## src/rtl/alu_operand_buf.sv

```systemverilog
// Registered N:1 ALU operand selector with a two-entry skid buffer.
// Optional sticky out-of-range select flag: define ALU_OPBUF_SELCHK_EN.
module alu_operand_buf #(
    parameter int WIDTH = 32,
    parameter int NSRC  = 4,
    parameter int SELW  = 2
) (
    input  logic                  clk,
    input  logic                  rst,
    input  logic                  in_valid,
    output logic                  in_ready,
    input  logic [NSRC*WIDTH-1:0] d,
    input  logic [SELW-1:0]       sel,
    input  logic                  flush,
    output logic                  out_valid,
    input  logic                  out_ready,
    output logic [WIDTH-1:0]      y,
    output logic [SELW-1:0]       y_sel,
    output logic                  err
);

    typedef enum logic [1:0] {
        EMPTY = 2'd0,
        ONE   = 2'd1,
        FULL  = 2'd2
    } state_t;

    state_t            state_q;
    logic [WIDTH-1:0]  head_q;
    logic [SELW-1:0]   head_sel_q;
    logic [WIDTH-1:0]  tail_q;
    logic [SELW-1:0]   tail_sel_q;
    logic [WIDTH-1:0]  wdata_d;

    // Unmatched (out-of-range) selects fall through to zero.
    always_comb begin
        wdata_d = '0;
        for (int k = 0; k < NSRC; k++) begin
            if (sel == SELW'(k)) begin
                wdata_d = d[k*WIDTH +: WIDTH];
            end
        end
    end

    always_ff @(posedge clk) begin
        if (rst) begin
            state_q    <= EMPTY;
            head_q     <= '0;
            head_sel_q <= '0;
            tail_q     <= '0;
            tail_sel_q <= '0;
        end else if (flush) begin
            state_q <= EMPTY;
        end else begin
            unique case (state_q)
                EMPTY: begin
                    if (in_valid) begin
                        head_q     <= wdata_d;
                        head_sel_q <= sel;
                        state_q    <= ONE;
                    end
                end
                ONE: begin
                    if (in_valid && !out_ready) begin
                        tail_q     <= wdata_d;
                        tail_sel_q <= sel;
                        state_q    <= FULL;
                    end else if (in_valid && out_ready) begin
                        head_q     <= wdata_d;
                        head_sel_q <= sel;
                    end else if (out_ready) begin
                        state_q <= EMPTY;
                    end
                end
                FULL: begin
                    if (out_ready) begin
                        head_q     <= tail_q;
                        head_sel_q <= tail_sel_q;
                        state_q    <= ONE;
                    end
                end
                default: state_q <= EMPTY;
            endcase
        end
    end

    assign in_ready  = (state_q != FULL);
    assign out_valid = (state_q != EMPTY);
    assign y         = head_q;
    assign y_sel     = head_sel_q;

`ifdef ALU_OPBUF_SELCHK_EN
    logic err_q;
    logic sel_oor;

    assign sel_oor = (int'(sel) >= NSRC);

    // Sticky until reset; a flushed input was never accepted.
    always_ff @(posedge clk) begin
        if (rst) begin
            err_q <= 1'b0;
        end else if (in_valid && in_ready && !flush && sel_oor) begin
            err_q <= 1'b1;
        end
    end

    assign err = err_q;
`else
    assign err = 1'b0;
`endif

endmodule

```

## config.mk

```make
export PLATFORM = sky130hd
export DESIGN_NAME = alu_operand_buf
export DESIGN_NICKNAME = d
export VERILOG_FILES = /design/src/rtl/alu_operand_buf.sv
export SDC_FILE = /design/constraint.sdc
export NUM_CORES = 1
export LEC_CHECK = 0
export BUFFER_PORTS_ARGS = -buffer_cell sky130_fd_sc_hd__buf_2
export CORE_UTILIZATION = 48
export CTS_CLUSTER_SIZE = 20
export DETAILED_ROUTE_END_ITERATION = 8
export GPL_ROUTABILITY_DRIVEN = 0
export PLACE_DENSITY = 0.82
export SETUP_SLACK_MARGIN = 0.2
export SYNTH_ARGS = -nofsm -noshare
export SYNTH_HDL_FRONTEND = slang
export SYNTH_SLANG_ARGS = --single-unit
```

## constraint.sdc

```tcl
create_clock -name clk -period 1.6 [get_ports clk]
set_input_delay 0.24 -clock clk [delete_from_list [all_inputs] [get_ports clk]]
set_output_delay 0.24 -clock clk [all_outputs]
set_load 0.05 [all_outputs]
```

# Word level (Yosys, flattened, before mapping)
# Cells that the tools add are included.
# word_totals
in_bits,135
ramBits,0
n_memories,0
latch_bits,0
mem_bits_ro,0
word_cells,49
reg_bits,70
out_inout_bits,37
# classes
n_mul,0
n_addsub,0
n_mux,20
div_mod_pow,0
eq_ne,12
n_lt_le_gt_ge,0
n_reduce_logical,11
bitwise,1
shifts,0
# ops
cell,count
32-bit two-way mux,8
32-bit case mux with 3 select lines,1
2-bit two-way mux,9
2-bit case mux with 3 select lines,2
2-bit != test (second input constant),5
2-bit == test (second input constant),3
3-bit != test (second input constant),2
6-bit AND reduction,1
2-bit by 1-bit == test with 1-bit output (second input constant),2
2-bit zero test,2
4-bit AND reduction,1
3-bit AND reduction,1
3-bit nonzero test,1
1-bit logical AND,2
2-bit nonzero test,1
2-bit OR reduction,1
1-bit zero test,1
1-bit NOT,1

# Longest topological paths before layout
# Gate-level depths: netlist (run 1).
# depth
word_depth,8
depth_mapped,7
depth_no_buf,5

# Worst setup path before layout (run 1)
# No wires, ideal clock.
# synth_timing
path_kind,register -> register
from,reg state_q[1]
to,"reg head_sel_q[1], in the netlist y_sel[1]"
period_less_slack_ns,1.519
path_stages_with_launch,8
t_arrival_ns,1.398
setup_time_ns,0.121
path_slack_ns,0.081
path_buffers,2
required_time_ns,1.479
path_cell_list,dfxtp_1 nor2b_1 buf_6 clkinv_4 nand2_4 buf_6 a21oi_1 mux2_2
# synth_via
elab_chain_len,3
elab_cells_between_ends,10
classes_between,eq/ne (6); mux (1); reduce/logical (3)
# synth_lines
item,line,rtl
from (decl),28,state_t state_q;
from (signal assigned),47,state_q <= EMPTY;
from (signal assigned),53,state_q <= EMPTY;
from (signal assigned),60,state_q <= ONE;
"2-bit by 1-bit == test with 1-bit output, or another cell as far along",55,unique case (state_q)
2-bit != test (no line) or 3-bit nonzero test (tied branches),-,
6-bit AND reduction (no line),-,
to (signal assigned),59,head_sel_q <= sel;
to (signal assigned),70,head_sel_q <= sel;
to (signal assigned),78,head_sel_q <= tail_sel_q;
to (decl),30,logic [SELW-1:0] head_sel_q;
# Several ways; a longest one is shown, not always the timed one.
# A chain may end at the register's enable or synchronous reset.

# Worst setup path after layout (run 1)
# layout_timing
from,reg state_q[1]
to,out in_ready
# layout_via
elab_chain_len,1
# layout_lines
item,line,rtl
2-bit != test,87,assign in_ready = (state_q != FULL);
to (decl),11,"output logic in_ready,"
# No other way between the ends.

==> run metrics, run 1 <==
outcome finished clean; worst vdd ir 475 uV; Post-synth top cells mux2i_1 (99), dfxtp_1 (70), nand2_1 (34), nor3_1 (33), o22a_1 (33); fin worst setup slack around 0.11 ns; Netlist Area Pre-Place between 4000 and 5000 sq um; number of global-route vias before repair 3932; total gr overflow 0; Post-Route WL 12.4 mm; Post-synth EDFFs 0; Final Skew approximately 0.011 ns; GRT Util Overall 27.3%; worst hold path type primary input to register; final worst path period share a little over 90%; max-slew violation count 0; largest net degree at the start of global routing 25; met3 wire length 772 um; hold slack roughly 0.18 ns; crit-path cells nor2b_4 -> clkinv_8 -> buf_12; # H-tree levels 3; Floorplan Core Area about 8200 sq um; syn avg cell area between 9 and 10 sq um; die extent in x ~94 um; Post-DRT Antenna Nets 0; setup tns final 0 ns; post-synthesis net count approximately 540; row count 33; met1 wire length about 5.2 mm; Reg clk slew, reported paths ~0.07 ns; Max Fanout on Critical Path 7; RSZ-0062 raised after global routing true; share of the synthesized area in the top cell type between 30% and 40%; Synth area leader dfxtp_1; Worst path slowest cell dfxtp_4; P&R area growth vs syn 35.5%; pwr dens around 780 nW/um^2; port bufs between 150 and 200; Final Hold Fails 0; layout cells sized above 1 between 40% and 50%; hold path cells 2; crit path from state_q[1]; die height around 94 um; clk_lat worst skew ~0.33 ns; Top delay family on crit path flip-flops; number of remaining DRC errors 0; Yosys Warn Count 0; Max Buffers Root-to-Sink 2; Post-CTS Hold Buffers 0; initial drt markers 162; first-pass GRT wire length 18.9 mm; Via Count approximately 4100; final setup fails 0; min cycle time layout between 1 and 1.5 ns; utilization after layout 66.8%; Avg WL per Cell 17.9 um; I/O pins about 170; initial antenna violation count 0; most used flip-flop cell after synthesis dfxtp_1; Crit path depth 3; post-DP HPWL ~8.4 mm; startpoint types register; Worst setup EP type output pin; Setup Crit Path Kind register to output pin; Synth cell types 33; fmax between 0.6 and 0.7 GHz; CTS sink cnt 70; n_diodes 0; Pleak ~2.6 nW; CTS tree built; total of max-cap violations 0; pre-CTS WS about 0.07 ns; Reg2Reg Depth 6; clock root buffer clkbuf_8; clock buffer count from CTS 9; First-pass DRT Iterations 5; hold path start out_ready; CP required 1.36 ns; cell with the most instances after synthesis mux2i_1; Buf/Inv on CP 2; Worst path max stage delay 0.38 ns; nets@finish roughly 720; top layer reached by signal wires met4; effective utilization at floorplan 49.3%; die area roughly 8800 sq um; DR vias/cell a little under 6; post-synthesis async set-or-reset flop share 0%; Crit path arrival time 1.25 ns; R2R Path Start state_q[1]; synth top area cells dfxtp_1 (35%), mux2i_1 (25%), o22a_1 (7.2%); register bit count reported by yosys 70; sequential area share after synthesis a little over a third; met2 WL just over 6 mm; Syn Inst Count 407
-- final timing paths --
kind,end,slack [ns]
worst max-delay path,in_ready,0.11
worst min-delay path,state_q[1],0.18
worst max register to register,y[17],0.14
worst min register to register,tail_q[18],0.47
-- power breakdown --
part	switching, mW	internal (mW)
clock network	0.645	0.599
logic	0.692	0.498
registers	0.0406	1.81
-- metal layers --
layer,global-route usage [%],up-vias
li1,-,1931
met1,32.8,1998
met2,49.5,184
met3,3.90,15
met4,8.85,0
met5,0,-
-- logic make-up after synthesis --
group | after synthesis | synth area share, %
flops | 70 | 34.8
other cells | 1 | 0.0930
simple gates | 89 | 11.5
mux | 100 | 24.9
buf+inv | 45 | 6.67
compound gates | 102 | 22.1
-- placed cells by master (no fill, tap or decap), types with 3 or more instances in the layout --
cell type  count
o22a_1        33
a311oi_1      25
nor3_1        33
clkbuf_8      10
nand2_1       34
buf_2        167
a311oi_2       7
mux2i_1       99
a21oi_1        3
nand2b_4       4
buf_8          4
a22o_1        31
buf_12         4
clkinv_2       3
buf_6          9
buf_4         21
dfxtp_1       68
-- metrics by stage --
stage	cells	instance area [sq um]	power, mW
after floorplan	407	4050	2.65
after global placement	665	5020	2.97
after detailed placement	665	5020	3.01
after CTS	685	5270	4.24
after global routing	693	5460	4.47
final	693	5460	4.29
-- sequential cells by signal, indices dropped and copies added (netlist names) --
signal / flops
y: 32
state_q: 2
tail_q: 32
y_sel: 2
tail_sel_q: 2
-- worst reg2reg max path, delay by kind of cell, from the launching register on --
family	cells	cell delay, ns
AOI/OAI and AO/OA	2	0.26
buffers and inverters	2	0.28
DFF	1	0.38
and+or+nand+nor	2	0.43
-- layout make-up --
| type | instances | area [sq um] |
|---|---|---|
| Clock inverter | 4 | 22.5 |
| Fill cell | 664 | 2710 |
| Tap cell | 105 | 131 |
| Inverter | 1 | 16.3 |
| Timing Repair Buffer | 206 | 1260 |
| Multi-Input combinational cell | 295 | 2480 |
| Clock buffer | 12 | 145 |
| Sequential cell | 70 | 1410 |
-- what timing repair did --
action | in CTS | in global routing
hold endpoints to repair | 0 | 0
resized for setup | 16 | 24
endpoints found under the setup margin | 68 | 68
pin swaps | 3 | 34
buffers inserted | 3 | 5
cloned | 1 | 3
Power figures use the tool's default switching activity.
==> run 2: changes to the inputs <==
--- a/config.mk
+++ b/config.mk
@@ -6,11 +6,11 @@
 export NUM_CORES = 1
 export LEC_CHECK = 0
 export BUFFER_PORTS_ARGS = -buffer_cell sky130_fd_sc_hd__buf_2
-export CORE_UTILIZATION = 48
+export CORE_UTILIZATION = 44
 export CTS_CLUSTER_SIZE = 20
 export DETAILED_ROUTE_END_ITERATION = 8
 export GPL_ROUTABILITY_DRIVEN = 0
-export PLACE_DENSITY = 0.82
+export PLACE_DENSITY = 0.8
 export SETUP_SLACK_MARGIN = 0.2
 export SYNTH_ARGS = -nofsm -noshare
 export SYNTH_HDL_FRONTEND = slang
==> constraint.sdc (replaced) <==
create_clock -name clk -period 1.2 [get_ports clk]
set_input_delay 0.18 -clock clk [delete_from_list [all_inputs] [get_ports clk]]
set_output_delay 0.18 -clock clk [all_outputs]
set_load 0.05 [all_outputs]
==> run metrics, run 2 (synthesis gave the netlist of run 1 again) <==
die area 9550 sq um (+8.9%); Floorplan Core Area 8810 sq um (+7.7%); Final Skew 0.0110 ns (+0.000307 ns); port bufs 170 (unchanged); Max Buffers Root-to-Sink 2 (unchanged); row count 34 (+3.0%); fmax ~0.67 GHz; Worst path slowest cell or4_4; Seq pwr share 38.4% (-4.8 points); dpl cells 673 (+1.2%); Via Count 4200 (+1.7%); worst reg-to-reg setup slack -0.29 ns (-0.43 ns); Buf/Inv on CP 1 (-1); effective utilization at floorplan 45.8% (-3.5 points); clock buffer count from CTS 9 (unchanged); Worst path max stage delay 0.50 ns (+0.12 ns); P&R area growth vs syn 53.4%; crit path from state_q[1]; Crit path depth 5 (+2); post-DP HPWL 8.29 mm (-1.8%); Clk pwr share 33.5% (+4.5 points); # H-tree levels 3 (unchanged); nets@finish 741 (+3.2%); total of max-cap violations 0 (unchanged); Final Hold Fails 0 (unchanged); CP endpoint y_sel[0]; outcome finished, violations left; final setup fails 71 (+71); Post-Route WL 12.9 mm (+4.4%); min cycle time layout roughly 1.5 ns; startpoint types register; die height 97.7 um (+4.4%); CTS tree built; worst vdd ir 703 uV (+48%); First-pass DRT Iterations 7 (+2); Reg clk slew, reported paths 0.07 ns (about the same); Top delay family on crit path simple AND/OR/NAND/NOR gates; hold slack 0.0933 ns (-0.0882 ns); CP required 1.47 ns (+0.11 ns); die extent in x 97.7 um (+4.4%); layout cells sized above 1 50.6% (+8.6 points); P_sw 1.95 mW (+41%); Post-DRT Antenna Nets 0 (unchanged); final worst path period share 124%; GRT Util Overall 26.4% (-0.90 points); utilization after layout 70.2% (+3.4 points); Reg2Reg Depth 5 (-1); Post-CTS Hold Buffers 0 (unchanged); Avg WL per Cell 18.0 um (+0.62%); Switching Share 29.7% (-2.5 points); initial drt markers 247 (+52%); Int Pwr 4.61 mW (+59%); Max Fanout on Critical Path 4 (-3); R2R Path Start state_q[1]; Pleak 2.82 nW (+11%); clk_lat worst skew 0.34 ns (about the same); I/O pins 172 (unchanged); n_diodes 0 (unchanged); initial antenna violation count 0 (unchanged); number of remaining DRC errors 24 (+24); Non-Filler Instances 719 (+3.8%); DR vias/cell 5.84 (-1.9%); CTS sink cnt 70 (unchanged); max-slew violation count 0 (unchanged); clock root buffer clkbuf_8; Setup Crit Path Kind register to register; most common cell after layout, fill and taps aside buf_2; Crit path arrival time 1.76 ns (+0.51 ns); FF-to-FF End y_sel[0]; number of global-route vias before repair 4405 (+12%); total gr overflow 0 (unchanged); fin worst setup slack -0.286 ns (-0.398 ns); worst hold path type primary input to register; largest net degree at the start of global routing 34 (+36%); most frequent cells in the layout buf_2 (133), mux2i_1 (99), buf_4 (38), buf_8 (36), dfxtp_1 (35); Comb pwr share 28.1% (+0.3 points); pwr dens 1060 nW/um^2 (+35%); first-pass GRT wire length 20.2 mm (+7.1%); failing checks DRC, setup timing; crit-path cells nor2b_4 -> buf_4 -> a22oi_2 -> or4_4 -> o21ai_1; RSZ-0062 raised after global routing true; Worst setup EP type register
run 2: cell types whose count changed in the layout (fill, tap and decap cells not counted), moves of 7 or more:
cell / previous run / this run
buf_6: 9 / 16
dfxtp_1: 68 / 35
dfxtp_2: 0 / 33
buf_4: 21 / 38
buf_8: 4 / 36
buf_2: 167 / 133
run 2: power groups by stage:
| stage | clock network [mW] | logic, mW | registers, mW |
|---|---|---|---|
| after floorplan | 0 | 0.752 | 2.80 |
| after global placement | 0 | 1.46 | 2.52 |
| after detailed placement | 0 | 1.51 | 2.52 |
| after CTS | 2.22 | 1.76 | 2.52 |
| after global routing | 2.35 | 1.94 | 2.53 |
| final | 2.19 | 1.84 | 2.52 |
run 2: through the flow:
stage / setup TNS [ns] / total power [mW] / setup WS [ns] / area [sq um]
2_1_floorplan: -6.17 / 3.55 / -0.175 / 4130
3_3_place_gp: -10.44 / 3.98 / -0.260 / 5110
3_5_place_dp: -13.44 / 4.03 / -0.322 / 5110
4_1_cts: -13.87 / 6.50 / -0.284 / 6010
5_1_grt: -19.76 / 6.82 / -0.348 / 6180
6_report: -14.59 / 6.56 / -0.286 / 6180
run 2: layout make-up:
type	count	area, sq um
Clock buffer	11	151
Fill cell	641	2630
Multi-Input combinational cell	292	2480
Clock inverter	5	81.3
Inverter	1	16.3
Timing Repair Buffer	232	1870
Tap cell	108	135
Sequential cell	70	1450
run 2: how the worst min path moves through the flow:
| stage | start | endpoint | slack, ns | cells after the start |
|---|---|---|---|---|
| 2_1_floorplan | out_ready | state_q[1] | 0.25 | 1 |
| 3_3_place_gp | out_ready | state_q[1] | 0.42 | 2 |
| 3_5_place_dp | out_ready | state_q[1] | 0.45 | 2 |
| 4_1_cts | out_ready | state_q[1] | 0.08 | 2 |
| 5_1_grt | out_ready | state_q[1] | 0.09 | 2 |
| 6_report | out_ready | state_q[1] | 0.09 | 2 |
run 2: what timing repair did:
item | in CTS | in global routing
gates resized for setup | 162 | 19
pin swaps | 12 | 42
buffers inserted | 19 | 5
gates cloned | 3 | 3
endpoints found under the setup margin | 106 | 106
run 2: layer usage:
metal  vias to the layer above  share of wire (%)  global-route usage [%]
met2                       208                 51                    48.3
met5                         -                  0                       0
met1                      1984                 39                    28.8
li1                       1972                  -                       -
met4                         0                2.9                    13.8
met3                        36                6.9                    5.11
run 2: worst register-to-register path, stage by stage, from the launching register on:
cell	delay, ns
dfxtp_4	0.36
nor2b_4	0.23
buf_4	0.16
a22oi_2	0.10
or4_4	0.50
o21ai_1	0.09
